File: config.mk
export PLATFORM = sky130hd
export DESIGN_NAME = mux_scan_ctrl
export DESIGN_NICKNAME = d
export VERILOG_FILES = /design/src/rtl/mux_scan_pkg.sv /design/src/rtl/mux_scan_dwell_cnt.sv /design/src/rtl/mux_scan_ctrl.sv
export SDC_FILE = /design/constraint.sdc
export NUM_CORES = 1
export LEC_CHECK = 0
export BUFFER_PORTS_ARGS = -buffer_cell sky130_fd_sc_hd__buf_2
export CORE_UTILIZATION = 50
export CTS_CLUSTER_SIZE = 14
export DETAILED_ROUTE_END_ITERATION = 7
export MAX_ROUTING_LAYER = met4
export PLACE_DENSITY = 0.74
export SLEW_MARGIN = 20
export SYNTH_ARGS = -nofsm -noshare
export SYNTH_HDL_FRONTEND = slang
export SYNTH_SLANG_ARGS = --single-unit
File: constraint.sdc
create_clock -name clk -period 1.7 [get_ports clk]
set_clock_uncertainty 0.05 [all_clocks]
set_input_delay 0.255 -clock clk [delete_from_list [all_inputs] [get_ports clk]]
set_output_delay 0.255 -clock clk [all_outputs]
set_load 0.05 [all_outputs]
File: src/rtl/mux_scan_pkg.sv
// Shared types and constants for the scanned 4:1 mux sampler.
package mux_scan_pkg;

    localparam int NUM_CH  = 4;
    localparam int SEL_W   = 2;
    localparam int DWELL_W = 8;

    localparam logic [SEL_W-1:0] LAST_SEL = SEL_W'(NUM_CH - 1);

    typedef enum logic [1:0] {
        IDLE    = 2'd0,
        SETTLE  = 2'd1,
        CAPTURE = 2'd2,
        HOLD    = 2'd3
    } scan_state_e;

    // Even parity bit: set when the vector has an odd number of ones.
    function automatic logic even_par(input logic [NUM_CH-1:0] v);
        return ^v;
    endfunction

endpackage

File: src/rtl/mux_scan_dwell_cnt.sv
// Loadable down-counter that times the settle period on each channel.
// done_o is high whenever the count has reached zero.
module mux_scan_dwell_cnt
    import mux_scan_pkg::*;
(
    input  logic               clk,
    input  logic               rst_n,
    input  logic               load_i,
    input  logic               dec_i,
    input  logic [DWELL_W-1:0] load_val_i,
    output logic               done_o
);

    logic [DWELL_W-1:0] cnt_q;
    logic [DWELL_W-1:0] cnt_d;

    // Next count: load has priority, decrement saturates at zero.
    always_comb begin
        cnt_d = cnt_q;
        if (load_i) begin
            cnt_d = load_val_i;
        end else if (dec_i && (cnt_q != '0)) begin
            cnt_d = cnt_q - DWELL_W'(1);
        end
    end

    // Count register.
    always_ff @(posedge clk or negedge rst_n) begin
        if (!rst_n) begin
            cnt_q <= '0;
        end else begin
            cnt_q <= cnt_d;
        end
    end

    assign done_o = (cnt_q == '0);

endmodule

File: src/rtl/mux_scan_ctrl.sv
// Scan sequencer for a 4:1 channel mux: steps sel through 0..3, lets each
// channel settle for DWELL_CYC cycles, samples mux_out, and offers the
// assembled 4-bit snapshot on a valid/ready interface.
// Optional feature: define MUX_SCAN_PARITY_EN to add the registered snap_par
// output (even parity of snap, valid with snap_valid).
module mux_scan_ctrl
    import mux_scan_pkg::*;
#(
    parameter int unsigned DWELL_CYC    = 2,
    parameter bit          AUTO_RESTART = 1'b0
) (
    input  logic              clk,
    input  logic              rst_n,
    input  logic              start,
    input  logic              mux_out,
    output logic [SEL_W-1:0]  sel,
    output logic              busy,
    output logic [NUM_CH-1:0] snap,
    output logic              snap_valid,
    input  logic              snap_ready
`ifdef MUX_SCAN_PARITY_EN
    ,
    output logic              snap_par
`endif
);

    // The counter is loaded with DWELL_CYC-1 so that SETTLE spans exactly
    // DWELL_CYC cycles (it leaves on the cycle the count reads zero).
    localparam logic [DWELL_W-1:0] DWELL_LOAD = DWELL_W'(DWELL_CYC - 1);

    scan_state_e       state_q, state_d;
    logic [SEL_W-1:0]  sel_q, sel_d;
    logic [NUM_CH-1:0] shadow_q, shadow_d;
    logic [NUM_CH-1:0] snap_q, snap_d;
    logic              valid_q, valid_d;
    logic [NUM_CH-1:0] cap_vec;
    logic              cnt_load;
    logic              cnt_dec;
    logic              cnt_done;

    mux_scan_dwell_cnt u_dwell (
        .clk        (clk),
        .rst_n      (rst_n),
        .load_i     (cnt_load),
        .dec_i      (cnt_dec),
        .load_val_i (DWELL_LOAD),
        .done_o     (cnt_done)
    );

    // Shadow with the current channel's bit replaced by the live mux output;
    // this is what gets stored in CAPTURE (and published on the last channel).
    always_comb begin
        cap_vec         = shadow_q;
        cap_vec[sel_q]  = mux_out;
    end

    // Next-state and datapath-update logic for the scan FSM.
    always_comb begin
        state_d  = state_q;
        sel_d    = sel_q;
        shadow_d = shadow_q;
        snap_d   = snap_q;
        valid_d  = valid_q;
        cnt_load = 1'b0;
        cnt_dec  = 1'b0;

        unique case (state_q)
            IDLE: begin
                sel_d = '0;
                if (start) begin
                    state_d  = SETTLE;
                    cnt_load = 1'b1;
                end
            end

            SETTLE: begin
                if (cnt_done) begin
                    state_d = CAPTURE;
                end else begin
                    cnt_dec = 1'b1;
                end
            end

            CAPTURE: begin
                shadow_d = cap_vec;
                if (sel_q != LAST_SEL) begin
                    sel_d    = sel_q + SEL_W'(1);
                    cnt_load = 1'b1;
                    state_d  = SETTLE;
                end else begin
                    snap_d  = cap_vec;
                    valid_d = 1'b1;
                    state_d = HOLD;
                end
            end

            HOLD: begin
                // sel stays on the last channel until the consumer takes the
                // snapshot, so it never wraps in the middle of a scan.
                if (valid_q && snap_ready) begin
                    valid_d = 1'b0;
                    sel_d   = '0;
                    if (AUTO_RESTART) begin
                        state_d  = SETTLE;
                        cnt_load = 1'b1;
                    end else begin
                        state_d = IDLE;
                    end
                end
            end

            default: begin
                state_d = IDLE;
            end
        endcase
    end

    // FSM state, channel select, shadow and snapshot registers.
    always_ff @(posedge clk or negedge rst_n) begin
        if (!rst_n) begin
            state_q  <= IDLE;
            sel_q    <= '0;
            shadow_q <= '0;
            snap_q   <= '0;
            valid_q  <= 1'b0;
        end else begin
            state_q  <= state_d;
            sel_q    <= sel_d;
            shadow_q <= shadow_d;
            snap_q   <= snap_d;
            valid_q  <= valid_d;
        end
    end

`ifdef MUX_SCAN_PARITY_EN
    logic par_q, par_d;

    // Parity is computed from the value being published so it lands in the
    // same cycle as the new snapshot.
    always_comb begin
        par_d = par_q;
        if ((state_q == CAPTURE) && (sel_q == LAST_SEL)) begin
            par_d = even_par(cap_vec);
        end
    end

    // Parity register, updated together with snap.
    always_ff @(posedge clk or negedge rst_n) begin
        if (!rst_n) begin
            par_q <= 1'b0;
        end else begin
            par_q <= par_d;
        end
    end

    assign snap_par = par_q;
`endif

    assign sel        = sel_q;
    assign busy       = (state_q != IDLE);
    assign snap       = snap_q;
    assign snap_valid = valid_q;

endmodule

# == Word-level counts from Yosys, hierarchy flattened ==
# Index checks and enable logic that the tools add are counted.
# word_totals
regBits,21
in_bits,5
# op_classes
n_eq_ne,9
reduce_logical,14
bitwise_logic,1
add_sub_neg,2
n_mux,20
n_lt_le_gt_ge,2
# ops
op,count
$mux W8,2
$ne A2 B2 Y1 const B,6
$mux W2,5
$reduce_and A3 Y1,3
$logic_not A8 Y1,1
$pmux W2 S4,1
$reduce_bool A8 Y1,1
$sub A8 B1 Y8 const B,1
$mux W1,7
$pmux W2 S3,1
$reduce_bool A2 Y1,3
$bwmux W4,1
$eq A2 B2 Y1 const B,2
$pmux W1 S2,2
$logic_and A1 B1 Y1,3
$lt A2 B3 Y1 const B,1
$reduce_bool A3 Y1,1
$add A2 B1 Y2 const B,1
$demux W1 S2,1
$eq A2 B1 Y1 const B,1
$ge A2 B1 Y1 const B,1
$logic_not A2 Y1,1
$reduce_and A2 Y1,1
$not A1 Y1,1

# == Longest topological paths before layout ==
# depth
word_depth,6
depth_mapped,6
depth_no_buf,6

# == By module ==
# From an unflattened synthesis, not the netlist that was laid out.
# unflattened
cells_unflattened,123
hier_area_um2,1186.1
# modules_own_cells
module,seq_area_each_um2,cells_each,instances,area_each_um2
mux_scan_ctrl,300.3,65,1,658.1
mux_scan_dwell_cnt,200.2,58,1,528.0

# == Least setup slack after synthesis ==
# No wires, ideal clock.
# synth_path
path_kind,register -> register
startpoint,register u_dwell.cnt_q[5]
endpoint,register u_dwell.cnt_q[4]
required_ps,1571
setup_ps,79
synth_period_minus_slack_ps,1774
arrival_time_ps,1644
path_buffers,0
path_stages_with_launch,5
path_slack_ps,-74
path_cell_list,dfrtp_1 > or4_4 > nor4b_4 > or4_2 > mux2i_1
# synth_via
elab_chain_len,5
word_cells_on_any_way,6
classes_between,2 x mux; 4 x reduce/logical
# synth_rtl
item,line_no,source
"start, declared",mux_scan_dwell_cnt.sv:14,logic [DWELL_W-1:0] cnt_q;
"start signal, assigned",mux_scan_dwell_cnt.sv:32,cnt_q <= cnt_d;
$logic_not A8 Y1,mux_scan_dwell_cnt.sv:36,assign done_o = (cnt_q == '0);
$mux W1,mux_scan_ctrl.sv:77,if (cnt_done) begin
$mux W1,mux_scan_ctrl.sv:67,unique case (state_q)
$logic_and A1 B1 Y1 *,mux_scan_dwell_cnt.sv:22,end else if (dec_i && (cnt_q != '0)) begin
$reduce_bool A2 Y1 (no source line) *,n/a,
# Every way passes the cells marked *; elsewhere a longest branch is shown, timed or not.
# A chain may end at the register's enable or synchronous reset.

# == Worst setup path after layout ==
# layout_path
startpoint,register u_dwell.cnt_q[5]
endpoint,register state_q[0]
# layout_via
elab_chain_len,3
# layout_rtl
item,line_no,source
$logic_not A8 Y1,mux_scan_dwell_cnt.sv:36,
$ne A2 B2 Y1 (no source line),n/a,
$reduce_and A3 Y1 (no source line),n/a,
"end signal, assigned",mux_scan_ctrl.sv:127,state_q <= state_d;
"end, declared",mux_scan_ctrl.sv:31,"scan_state_e state_q, state_d;"
# No other way between the ends.

==> run_results.csv <==
group,metric,value,unit
run_status,status,"finished, violations left",
run_status,violations,"setup timing",
run,cap_violations,0,
power,pwr-share-clk,0.121,
layout,stdcell_area,1370,µm²
timing,setup-tns-final,-189,ps
global_route,antenna_found_initial,0,
synth,syn_area,1070,µm²
global_route,grt_pass1_wl,3080,µm
placed_design,dp_hpwl,1470,µm
placed_design,io_buffers,12,
floorplan,start_util,0.538,
synth,synthDistinctLibCells,30,
detailed_routing,via_per_inst,5.43,
clock_tree,cts_root_buf,"clkbuf_4",
synth,syn-instance-count,103,
synth,yosysTopAreaCellShare,0.469,
clock_tree,ctsHtreeMaxLevel,1,
placed_design,placed_area,1260,µm²
timing,setup-violations-final,6,
timing,slew_headroom,0.703,
synth,synth_top_area_cell,"dfrtp_1",
global_route,first_global_vias,709,
synth,syn_avg_cell_area,10.3,µm²
power,pwr-share-seq,0.328,
clock_tree,clk_pin_slew_worst_paths,110,ps
placed_design,gp_congestion,0.830,
layout,nNetsFinal,147,
synth,ys_warn_count,0,
synth,synth_ff_type,"dfrtp_1",
floorplan,num_rows,16,
clock_tree,cts_buffers,3,
synth,ys_top_cells_by_area,"dfrtp_1 (47%), ha_1 (7.0%), mux2i_1 (6.6%), nand2_1 (5.6%), mux2_2 (3.2%)",
detailed_routing,routed_wl,2090,µm
global_route,grt_max_degree,21,
clock_tree,cts_sinks,20,
global_route,overflow,0,
setup_path,start_kind,"register",
power,p_per_area,1670,nW/µm²
detailed_routing,via_count,879,
clock_tree,clk_latency,300,ps
synth,synth_seq_area_share,0.469,
floorplan,fp.dieW,48.2,µm
setup_path,worstSetupPathType,"reg -> reg",
power,combPwrFrac,0.551,
timing,whs,203,ps
layout,drive_above_1_share,0.348,
setup_path,cp.arrival,1920,ps
setup_path,endpoint_kind,"register",
detailed_routing,antenna_left,0,
timing,fmax,565,MHz
timing,rsz0062_at_grt,"yes",
setup_path,critPathMaxFanout,6,
power,vdd_ir_drop_max,0.00118,V
global_route,track_usage,0.202,
floorplan,ios,13,
worst_hold_path,hold_path_class,"in -> reg",
setup_path,rr_worst_depth,5,
power,power.total,2.29,mW
setup_path,critPathRequiredTime,1850,ps
worst_hold_path,hold-path-cell-count,4,
setup_path,r2r_slack,-70,ps
clock_tree,tritoncts,"yes",
synth,async_reset_ff_frac,1.00,
timing,worst_pin_slew,445,ps
detailed_routing,dr.pass1.iters,4,
placed_design,pre_cts_ws,-45.2,ps
timing,min_period,1770,ps
clock_tree,clock_path_buffers,2,
floorplan,fp.dieH,48.2,µm
floorplan,coreArea,1980,µm²
layout,diodes,0,
floorplan,die_area,2320,µm²
detailed_routing,drcViolationCount,0,
timing,worst_slack,-71.1,ps
power,intPower,1.38,mW
power,swShare,0.399,
timing,hold_viol_final,0,
detailed_routing,drt_iter0_drc,19,
power,p_leak,0.671,nW
power,p_sw,0.916,mW
detailed_routing,routedWlPerCell,12.9,µm
layout,syn2layout_area_growth,28.8,%
timing,slew_viol_final,0,
synth,ys_ff_latch,20,
synth,syn_nets,114,
synth,synth_edf_count,0,
timing,period_share,1.04,
-- kinds of logic (layout without fill, tap and decap cells) --
kind of cell / after synthesis / after routing / share of synthesized area
and+or+nand+nor: 39 / 39 / 0.205
AOI/OAI and AO/OA: 20 / 20 / 0.129
DFF: 20 / 20 / 0.469
muxes: 10 / 10 / 0.0974
buffers and inverters: 8 / 40 / 0.0282
adders and majority gates: 6 / 6 / 0.0704
-- through the flow --
step / cells / util
after global routing: 162 / 0.693
final: 162 / 0.693
after floorplan: 103 / -
after global placement: 154 / 0.634
after CTS: 162 / 0.672
after detailed placement: 154 / 0.634
-- power by group through the flow --
stage / clock, mW / sequential [mW] / combinational [mW]
floorplan: 0 / 0.851 / 0.629
global placement: 0 / 0.746 / 1.06
detailed placement: 0 / 0.759 / 1.09
CTS: 0.283 / 0.741 / 1.18
global route: 0.304 / 0.764 / 1.39
finish: 0.277 / 0.752 / 1.26
-- Yosys cell counts, drive strengths merged (2+ instances only) --
library cell	number
o21ai	5
dfrtp	20
ha	6
clkbuf	2
inv	6
o41ai	2
a21o	2
nand2	16
or4	2
nand2b	2
o31ai	2
a21oi	3
nor2	6
mux2	3
mux2i	7
o211ai	3
nand3	4
-- layer usage --
layer | track usage | share of wire | vias up
met5 | - | 0 | -
met4 | 0.0667 | 0.015 | 0
met3 | 0.0333 | 0.034 | 5
met2 | 0.293 | 0.46 | 19
met1 | 0.286 | 0.49 | 426
li1 | - | - | 429
-- worst max-delay path, stage by stage (launching register included) --
cell,delay (ps)
dfrtp_1,400
or4_4,560
nor4b_4,270
buf_6,180
nand2_4,50
a22o_1,170
-- timing repair --
item	CTS	global route
endpoints found under the setup margin	9	11
buffers inserted	3	0
hold buffers	1	0
endpoints found under the hold margin	20	0
pin swaps	1	1
cloned	0	0
resized for setup	3	12
-- area by class of cell --
class / count / area (µm²)
clock buffer: 4 / 36.3
fill: 154 / 609
inverter: 6 / 22.5
multi-input combinational: 75 / 568
sequential: 20 / 500
tap: 27 / 33.8
timing repair buffer: 30 / 211
-- worst paths after layout --
check,startpoint,endpoint
setup / recovery,u_dwell.cnt_q[5],state_q[0]
hold / removal,snap_ready,snap_valid
setup reg to reg,u_dwell.cnt_q[5],state_q[0]
hold reg to reg,snap[0],snap[0]
max in group asynchronous,rst_n,sel[0]
min in group asynchronous,rst_n,u_dwell.cnt_q[4]
-- registers in the layout, summed over array words and instances (netlist names) --
register       cells
u_dwell.cnt_q      8
snap               4
shadow_q           3
sel                2
state_q            2
snap_valid         1
-- cell usage in the layout, fill, tap and decap left out, drive strengths merged, types with 2 or more instances in the layout --
cell type  instances
mux2               3
nand2             16
inv                6
nand3              4
nor2               6
a21oi              3
or4                2
o31ai              2
o211ai             3
a21o               2
o41ai              2
mux2i              7
clkbuf             4
nand2b             2
ha                 6
dfrtp             20
buf               29
o21ai              5
No activity file was read; power rests on OpenSTA's default activity.
